===== src/rtl/bfs_pkg.sv =====
`default_nettype none
// ============================================================================
// Module      : bfs_pkg
// Description : Shared types and constants for the BFS update packer.
// Revision    : 1.0 - initial release
// ============================================================================
package bfs_pkg;

  localparam int LINE_W         = 512;
  localparam int WORD_W         = 32;
  localparam int WORDS_PER_LINE = 16;

  localparam logic [1:0] CTRL_CLEAR = 2'b11;

  typedef enum logic [1:0] {
    IDLE  = 2'd0,
    FILL  = 2'd1,
    DRAIN = 2'd2,
    DONE  = 2'd3
  } packer_state_t;

endpackage
`default_nettype wire


===== src/rtl/bfs_line_fifo.sv =====
`default_nettype none
// ============================================================================
// Module      : bfs_line_fifo
// Description : Depth 2^AW first-word-fall-through line FIFO with full/empty
//               flags and a synchronous clear. Head reads as zero when empty.
// Revision    : 1.0 - initial release
// ============================================================================
module bfs_line_fifo #(
  parameter int AW = 2,
  parameter int DW = 512
) (
  input  logic          clk,
  input  logic          rst,
  input  logic          clear,
  input  logic          push,
  input  logic [DW-1:0] push_data,
  input  logic          pop,
  output logic [DW-1:0] head,
  output logic          full,
  output logic          empty
);

  localparam int DEPTH = 1 << AW;

  logic [DW-1:0] mem [DEPTH];
  logic [AW:0]   wr_ptr;
  logic [AW:0]   rd_ptr;
  logic          do_push;
  logic          do_pop;

  assign empty   = (wr_ptr == rd_ptr);
  assign full    = (wr_ptr[AW] != rd_ptr[AW]) && (wr_ptr[AW-1:0] == rd_ptr[AW-1:0]);
  // A push into a full FIFO is still legal when the head leaves on the same edge.
  assign do_push = push && (!full || pop);
  assign do_pop  = pop && !empty;
  assign head    = empty ? '0 : mem[rd_ptr[AW-1:0]];

  // Storage write; contents need no reset because the head is gated by empty.
  always_ff @(posedge clk) begin
    if (do_push && !clear) begin
      mem[wr_ptr[AW-1:0]] <= push_data;
    end
  end

  // Read/write pointer update with clear taking priority over traffic.
  always_ff @(posedge clk or negedge rst) begin
    if (!rst) begin
      wr_ptr <= '0;
      rd_ptr <= '0;
    end else if (clear) begin
      wr_ptr <= '0;
      rd_ptr <= '0;
    end else begin
      if (do_push) wr_ptr <= wr_ptr + 1'b1;
      if (do_pop)  rd_ptr <= rd_ptr + 1'b1;
    end
  end

endmodule
`default_nettype wire


===== src/rtl/bfs_update_packer.sv =====
`default_nettype none
// ============================================================================
// Module      : bfs_update_packer
// Description : Packs 32-bit BFS vertex updates sixteen to a 512-bit line,
//               buffers lines in a FIFO, pads/flushes a partial line at end
//               of input and signals done once drained.
//               Optional statistics counters: define BFS_PACKER_STATS_EN.
// Revision    : 1.0 - initial release
// ============================================================================
module bfs_update_packer
  import bfs_pkg::*;
#(
  parameter int          FIFO_AW  = 2,
  parameter logic [31:0] PAD_WORD = 32'hFFFF_FFFF
) (
  input  logic              clk,
  input  logic              rst,
  input  logic [WORD_W-1:0] update_in,
  input  logic              update_valid,
  input  logic              last_input_in,
  input  logic [1:0]        control_in,
  output logic [LINE_W-1:0] line_out,
  output logic              line_valid,
  input  logic              line_ready,
  output logic              done,
  output logic              overflow,
  output logic [31:0]       lines_emitted,
  output logic [31:0]       lines_padded
);

  packer_state_t     state;
  packer_state_t     state_nx;
  logic [3:0]        slot_cnt;
  logic [LINE_W-1:0] asm_line;
  logic [LINE_W-1:0] line_data;
  logic [4:0]        fill_cnt;
  logic              clear;
  logic              accepting;
  logic              take;
  logic              flush;
  logic              full_push;
  logic              pad_push;
  logic              push;
  logic              pop;
  logic              fifo_full;
  logic              fifo_empty;

  assign clear     = (control_in == CTRL_CLEAR);
  assign accepting = (state == IDLE) || (state == FILL);
  assign take      = accepting && update_valid && !clear;
  assign flush     = accepting && last_input_in && !clear;
  // Number of slots occupied once this cycle's word (if any) is packed.
  assign fill_cnt  = {1'b0, slot_cnt} + {4'd0, take};
  assign full_push = take && (slot_cnt == 4'd15);
  // A flush only produces a padded line when a partial line remains.
  assign pad_push  = flush && (fill_cnt != 5'd0) && (fill_cnt != 5'd16);
  assign push      = full_push || pad_push;
  assign pop       = line_valid && line_ready;
  assign line_valid = !fifo_empty;
  assign done      = (state == DONE);

  // Outgoing line: assembly register, incoming word merged, tail padded on flush.
  always_comb begin
    line_data = asm_line;
    for (int i = 0; i < WORDS_PER_LINE; i++) begin
      if (take && (slot_cnt == 4'(i))) begin
        line_data[i*WORD_W +: WORD_W] = update_in;
      end else if (pad_push && (5'(i) >= fill_cnt)) begin
        line_data[i*WORD_W +: WORD_W] = PAD_WORD;
      end
    end
  end

  // Next-state logic; clear returns to IDLE from anywhere.
  always_comb begin
    state_nx = state;
    case (state)
      IDLE:    if (flush) state_nx = DRAIN; else if (take) state_nx = FILL;
      FILL:    if (flush) state_nx = DRAIN;
      DRAIN:   if (fifo_empty) state_nx = DONE;
      DONE:    state_nx = DONE;
      default: state_nx = IDLE;
    endcase
    if (clear) state_nx = IDLE;
  end

  // State register.
  always_ff @(posedge clk or negedge rst) begin
    if (!rst) state <= IDLE;
    else      state <= state_nx;
  end

  // Slot counter and assembly register; a flush starts the next line fresh.
  always_ff @(posedge clk or negedge rst) begin
    if (!rst) begin
      slot_cnt <= '0;
      asm_line <= '0;
    end else if (clear) begin
      slot_cnt <= '0;
      asm_line <= '0;
    end else begin
      if (take) asm_line[{slot_cnt, 5'd0} +: WORD_W] <= update_in;
      if (flush)     slot_cnt <= '0;
      else if (take) slot_cnt <= slot_cnt + 4'd1;
    end
  end

  // Sticky overflow: a line was dropped because no slot was free.
  always_ff @(posedge clk or negedge rst) begin
    if (!rst)                                   overflow <= 1'b0;
    else if (clear)                             overflow <= 1'b0;
    else if (push && fifo_full && !pop)         overflow <= 1'b1;
  end

  bfs_line_fifo #(
    .AW (FIFO_AW),
    .DW (LINE_W)
  ) u_fifo (
    .clk       (clk),
    .rst       (rst),
    .clear     (clear),
    .push      (push),
    .push_data (line_data),
    .pop       (pop),
    .head      (line_out),
    .full      (fifo_full),
    .empty     (fifo_empty)
  );

`ifdef BFS_PACKER_STATS_EN
  // Wrapping counters of popped lines and accepted padded lines.
  always_ff @(posedge clk or negedge rst) begin
    if (!rst) begin
      lines_emitted <= '0;
      lines_padded  <= '0;
    end else if (clear) begin
      lines_emitted <= '0;
      lines_padded  <= '0;
    end else begin
      if (pop) lines_emitted <= lines_emitted + 32'd1;
      if (pad_push && (!fifo_full || pop)) lines_padded <= lines_padded + 32'd1;
    end
  end
`else
  assign lines_emitted = '0;
  assign lines_padded  = '0;
`endif

endmodule
`default_nettype wire

===== config.mk =====
export PLATFORM = sky130hd
export DESIGN_NAME = bfs_update_packer
export DESIGN_NICKNAME = d
export VERILOG_FILES = /design/src/rtl/bfs_pkg.sv /design/src/rtl/bfs_line_fifo.sv /design/src/rtl/bfs_update_packer.sv
export SDC_FILE = /design/constraint.sdc
export NUM_CORES = 2
export LEC_CHECK = 0
export ABC_AREA = 1
export BUFFER_PORTS_ARGS = -buffer_cell sky130_fd_sc_hd__clkbuf_2
export CELL_PAD_IN_SITES_DETAIL_PLACEMENT = 0
export CELL_PAD_IN_SITES_GLOBAL_PLACEMENT = 1
export CORE_MARGIN = 2
export CORE_UTILIZATION = 35
export CTS_CLUSTER_SIZE = 14
export DETAILED_ROUTE_END_ITERATION = 12
export PLACE_DENSITY = 0.64
export SYNTH_ARGS = -nofsm -noshare
export SYNTH_HDL_FRONTEND = slang
export SYNTH_SLANG_ARGS = --single-unit

===== constraint.sdc =====
create_clock -name clk -period 26.5 [get_ports clk]
set_input_delay 0 -clock clk [delete_from_list [all_inputs] [get_ports clk]]
set_output_delay 0 -clock clk [all_outputs]
set_load 0.01 [all_outputs]

# Word-level counts from Yosys, hierarchy flattened
# Memories as Yosys holds them, arrays and structs flattened.
# Cells that the tools add are included.
[op_classes]
addsub = 5
magnitude_cmp = 16
n_eq_ne = 26
shifts = 2
n_mux = 53
reduce_logical = 61
[op_table]
columns = ["op", "count"]
rows = [
  ["512-bit 2-to-1 mux", 3],
  ["32-bit 2-to-1 mux", 32],
  ["512-bit bitwise mux", 1],
  ["32-bit by 11-bit variable shift with 512-bit output (first input constant)", 1],
  ["32-bit by 11-bit variable part select with 512-bit output", 1],
  ["1-bit logical AND", 45],
  ["4-bit by 5-bit >= comparator with 1-bit output (first input constant)", 8],
  ["4-bit == test (second input constant)", 8],
  ["3-bit by 5-bit >= comparator with 1-bit output (first input constant)", 4],
  ["4-bit by 3-bit == test with 1-bit output (second input constant)", 4],
  ["3-bit 2-to-1 mux", 4],
  ["4-bit 2-to-1 mux", 3],
  ["9-bit negator with 11-bit output", 1],
  ["1-bit by 5-bit >= comparator with 1-bit output (first input constant)", 2],
  ["2-bit by 5-bit >= comparator with 1-bit output (first input constant)", 2],
  ["2-bit 2-to-1 mux", 5],
  ["4-bit by 2-bit == test with 1-bit output (second input constant)", 2],
  ["2-bit one-hot mux with 4 select lines", 1],
  ["2-bit nonzero test", 4],
  ["3-bit by 1-bit adder with 3-bit output (second input constant)", 2],
  ["2-bit == test (second input constant)", 3],
  ["4-bit by 1-bit adder with 5-bit output", 1],
  ["5-bit != test (second input constant)", 1],
  ["5-bit nonzero test", 1],
  ["16 further kinds", 24],
]
[totals]
register_bits = 525
ram_bits = 2048
inputBits = 39
out_inout_bits = 579
wordCells = 170
mem_count = 1
[memory_table]
columns = ["name", "words", "width", "read_ports", "rd_ports_with_merged_regs", "wr", "line_no", "text"]
rows = [
  ["u_fifo.mem", 4, 512, 1, 0, 1, "bfs_line_fifo.sv:25", "logic [DW-1:0] mem [DEPTH];"],
]

# Longest topological paths before layout
[logic_depth]
depth_word = 13
mapped_depth = 15

# Cells and area by module
# From an unflattened synthesis, not the netlist that was laid out.
[hier_totals]
hier_cells = 9951
area_unflattened_um2 = 110746.2
[modules_own_cells]
columns = ["mod", "instances", "cells_per_inst", "area_each_um2", "seq_area_each_um2"]
rows = [
  ["bfs_line_fifo", 1, 5524, 80398.4, 61649.1],
  ["bfs_update_packer", 1, 4427, 30347.9, 12987.5],
]

# Least setup slack after synthesis
# OpenSTA, ideal clock, no wires.
[synth_path]
path_kind = "register to register"
from = "register state[1]"
to = "memory u_fifo.mem[0][0] (enable)"
setup_ns = 1.402
t_arrival_ns = 22.894
required_ns = 25.098
path_slack_ns = 2.204
stages_incl_launch_ff = 14
n_path_buf = 1
cell_sequence = "dfrtp_1 -> inv_2 -> nand2_4 -> nor2_8 -> ha_1 -> buf_1 -> inv_1 -> nand3_1 -> nor2_1 -> nand2_2 -> nand2_1 -> nand2_1 -> nand2_1 -> nor2_1"
[synth_via]
elab_chain_len = 13
word_cells_on_any_way = 18
classes_between = "add/sub (1); eq/ne (2); mux (2); reduce/logical (13)"
[synth_lines]
columns = ["item", "line_no", "text"]
rows = [
  ["start: declaration", "bfs_update_packer.sv:31", "packer_state_t state;"],
  ["start signal: assignment", "bfs_update_packer.sv:90", "else state <= state_nx;"],
  ["2-bit by 1-bit == test with 1-bit output / 2-bit zero test (equally long branches)", "bfs_update_packer.sv:49", "assign accepting = (state == IDLE) || (state == FILL);"],
  ["1-bit logical OR (*)", "bfs_update_packer.sv:49", ""],
  ["1-bit logical AND (2 in a row)", "bfs_update_packer.sv:50", "assign take = accepting && update_valid && !clear;"],
  ["4-bit by 1-bit adder with 5-bit output", "bfs_update_packer.sv:53", "assign fill_cnt = {1'b0, slot_cnt} + {4'd0, take};"],
  ["5-bit nonzero test", "bfs_update_packer.sv:56", "assign pad_push = flush && (fill_cnt != 5'd0) && (fill_cnt != 5'd16);"],
  ["1-bit logical AND (2 in a row)", "bfs_update_packer.sv:56", ""],
  ["1-bit logical OR (*)", "bfs_update_packer.sv:57", "assign push = full_push || pad_push;"],
  ["1-bit logical AND (*)", "bfs_line_fifo.sv:34", "assign do_push = push && (!full || pop);"],
  ["1-bit logical AND (*)", "bfs_line_fifo.sv:40", "if (do_push && !clear) begin"],
  ["1-bit 2-to-1 mux (*)", "bfs_line_fifo.sv:40", ""],
  ["1-bit 2-to-1 mux (not written as such) (*)", "bfs_line_fifo.sv:41", "mem[wr_ptr[AW-1:0]] <= push_data;"],
  ["end: declaration", "bfs_line_fifo.sv:25", ""],
]
# Every way passes the cells marked *; elsewhere a longest branch is shown, timed or not.

# Worst setup path after layout
[layout_path]
from = "register state[1]"
to = "memory u_fifo.mem[1][364] (enable)"
# The elaborated chain is that of the path after synthesis.

==> reports/metrics.csv <==
metric,value,unit
outcome,finished with violations,
failing checks,slew limit,
Finished Layout Cells,15059,
hold_ws,67.4,ps
max_slew headroom,-4.65,%
DRC viols,0,
share of post-route cells with drive strength above 1,11.7,%
first-pass GRT wire length,559000,µm
Routed Antenna Nets,0,
DR vias/cell,5.42,
Synth Area in Simple Gates,16.3,%
PwrDens,110,nW/µm²
area of the multi-input gates,29700,µm²
max frequency,144,MHz
R2R cell count,14,
CP Launch Type,register,
reg2reg start,state[1]$_DFFE_PN0P_,
complex-gate fraction of the synthesized area,10.0,%
R2R Setup Slk,19550,ps
CTS max path bufs,4,
final core occ,40.1,%
Cells after DPL,14494,
Layout area overhead,14.3,%
fill cell total of the finished layout,30432,
top post-synthesis cells by area,"edfxtp_1, dfrtp_1, nor2_1, nand2_1, o32ai_1",
Port Buffers,553,
Final min period,6950,ps
mux share of post-synthesis cell area,0,%
Post-CTS Setup Repair Bufs,0,
Yosys reg bits,2573,
ys flop type,edfxtp_1,
"area leader, netlist",edfxtp_1,
Post-Synth XOR/XNOR Area,0.0397,%
Post-Syn Area,110000,µm²
"commonest cells after routing, fill and taps aside","nor2_1, edfxtp_1, nand2_1",
Congestion Overflow GR,0,
clk_lat worst skew,920,ps
FF+latch area,74600,µm²
"commonest non-fill, non-tap cell in the layout",nor2_1,
CP Class,reg -> reg,
gpl congestion,0.974,
die span in x,566,µm
power share of the clock group,27.7,%
R2R Path End,u_fifo.mem[1][364]$_DFFE_PP_,
max-slew violations,71,
hold path startpoint,control_in[1],
Yosys top cell area share,55.7,%
DRT Pass-1 Iters,6,
final hold vios,0,
vias,81546,
detail-routed net length per standard cell,26.7,µm
cells after synthesis,10382,
Worst Hold Depth,4,
Max rail drop VDD,0.187,mV
antenna violations before repair,34,
core area,314000,µm²
clock skew,51.2,ps
syn avg cell area,10.6,µm²
Die ar.,320000,µm²
DRT Wirelength,402000,µm
HP Class,in -> reg,
setup violators final,0,
Setup crit end kind,register,
starting DRC count in detailed routing,10470,
actual slew at the worst max-slew pin,1570,ps
Flop pwr share,34.3,%
NetSw,5.51,mW
CTS buffer count,285,
switching share of power,39.6,%
clock-pin slew on the worst setup and hold paths,60,ps
crit path DAT,7470,ps
clk root buf,clkbuf_16,
main combinational cell family by area after synthesis,simple AND/OR/NAND/NOR gates,
All-Layer GR Usage,24.3,%
RSZ-0062 raised after global routing,false,
std cell rows,206,
Post-Route Setup TNS,0,ps
combinational power share,38.0,%
Pleak,51.7,nW
number of synthesized flops with an enable pin,2048,
number of gates resized after CTS,0,
post-synthesis adder-cell area fraction,0.147,%
Crit Path Max Fanout,130,
Synth cell types,38,
number of global-route vias before repair,76104,
yosys warns,0,
effective utilization at floorplan,35.1,%
TritonCTS clock tree,done,
Sinks on Clock Net,2573,
Hold Path End,asm_line[245]$_DFFE_PN0P_,
fin crit share,26.2,%
htree depth,5,
hold buffers post-CTS,39,
max-cap violation count,0,
"Seq/Total Area, Yosys",67.6,%
largest net degree at the start of global routing,266,
"Net count, final",10712,
die height,566,µm
Final HPWL DP,257000,µm
# IOs,618,
Int Power,8.38,mW
critical path data required time,27020,ps
Post-synth ARST share,20.4,%
## Yosys cell counts (2+ instances only)
library cell and n:
nor2_1 2389, edfxtp_1 2048, nand2_1 1460, inv_1 701
o21ai_0 584, clkbuf_1 581, dfrtp_1 525, nand3_1 518
o32ai_1 512, a21oi_1 296, buf_2 186, a22oi_1 160
buf_4 70, nor3_1 68, o31ai_1 62, buf_1 33
nand4_1 33, a21oi_2 31, o22ai_1 29, inv_2 22
ha_1 13, nor3_2 11, o21ai_1 9, nand2_2 8
nand3_2 5, nor2_2 5, nor3_4 5, xor2_1 4
buf_6 3, nand2_4 2, nor2_4 2
## area by class of cell
| cell class | count | share of cell area [%] |
|---|---|---|
| inverter | 725 | 2.16 |
| clock inverter | 156 | 1.12 |
| clock buffer | 359 | 6.01 |
| timing repair buffer | 801 | 3.89 |
| antenna | 11 | 0.0218 |
| tap | 4160 | 4.13 |
| multi-input combinational | 6274 | 23.5 |
| sequential | 2573 | 59.2 |
## registers in the layout, indices dropped and copies added, names as in the netlist
register / flops
overflow: 1
u_fifo.mem: 2048
u_fifo.rd_ptr: 3
asm_line: 512
state: 2
slot_cnt: 4
u_fifo.wr_ptr: 3
## layer usage
metal	GRT usage, %	part of all wire [%]	vias up
li1	-	-	36192
met1	33.6	42	40961
met2	37.9	46	3693
met3	4.42	8.5	688
met4	10.0	4.3	12
met5	0	0.023	-
## power groups by stage
stage	clock network [mW]	registers, mW	logic, mW
after global placement	0	4.84	5.28
after detailed placement	0	4.85	5.35
after floorplan	0	4.93	3.02
after CTS	3.91	4.76	5.37
final	3.85	4.77	5.28
after global routing	4.07	4.78	5.80
## cells by family after synthesis
family	Yosys count
and+or+nand+nor	4508
DFF	2573
AOI/OAI and AO/OA	1684
buffers and inverters	1598
adders and majority gates	13
xor gates and xnor gates	5
other	1
## critical path, stage by stage, from the launching register on
cell	delay (ps)
dfrtp_1	420
inv_2	110
nand2_4	110
inv_4	260
nand2_1	610
nor3_2	380
buf_4	570
inv_1	120
nand2_1	190
nand2_1	330
nor2_4	170
buf_4	590
buf_12	550
buf_4	850
buf_4	830
## stage by stage
stage	total power, mW	instance area (µm²)	setup WS (ps)
floorplan	7.95	111000	2200
global placement	10.1	117000	19440
detailed placement	10.2	117000	19480
CTS	14.0	126000	19590
global route	14.6	126000	19180
finish	13.9	126000	19550
## how the worst max path moves through the flow
| stage | depth (start not counted) | endpoint | slack (ps) | from |
|---|---|---|---|---|
| global route | 14 | u_fifo.mem[1][364]$_DFFE_PP_ | 19180 | state[1]$_DFFE_PN0P_ |
| global placement | 13 | u_fifo.mem[1][377]$_DFFE_PP_ | 19440 | control_in[1] |
| CTS | 14 | u_fifo.mem[1][383]$_DFFE_PP_ | 19590 | state[1]$_DFFE_PN0P_ |
| finish | 14 | u_fifo.mem[1][364]$_DFFE_PP_ | 19550 | state[1]$_DFFE_PN0P_ |
| floorplan | 13 | u_fifo.mem[0][0]$_DFFE_PP_ | 2200 | state[1]$_DFFE_PN0P_ |
| detailed placement | 13 | u_fifo.mem[1][365]$_DFFE_PP_ | 19480 | control_in[0] |
Note: power is estimated with default switching activity, not from simulation.
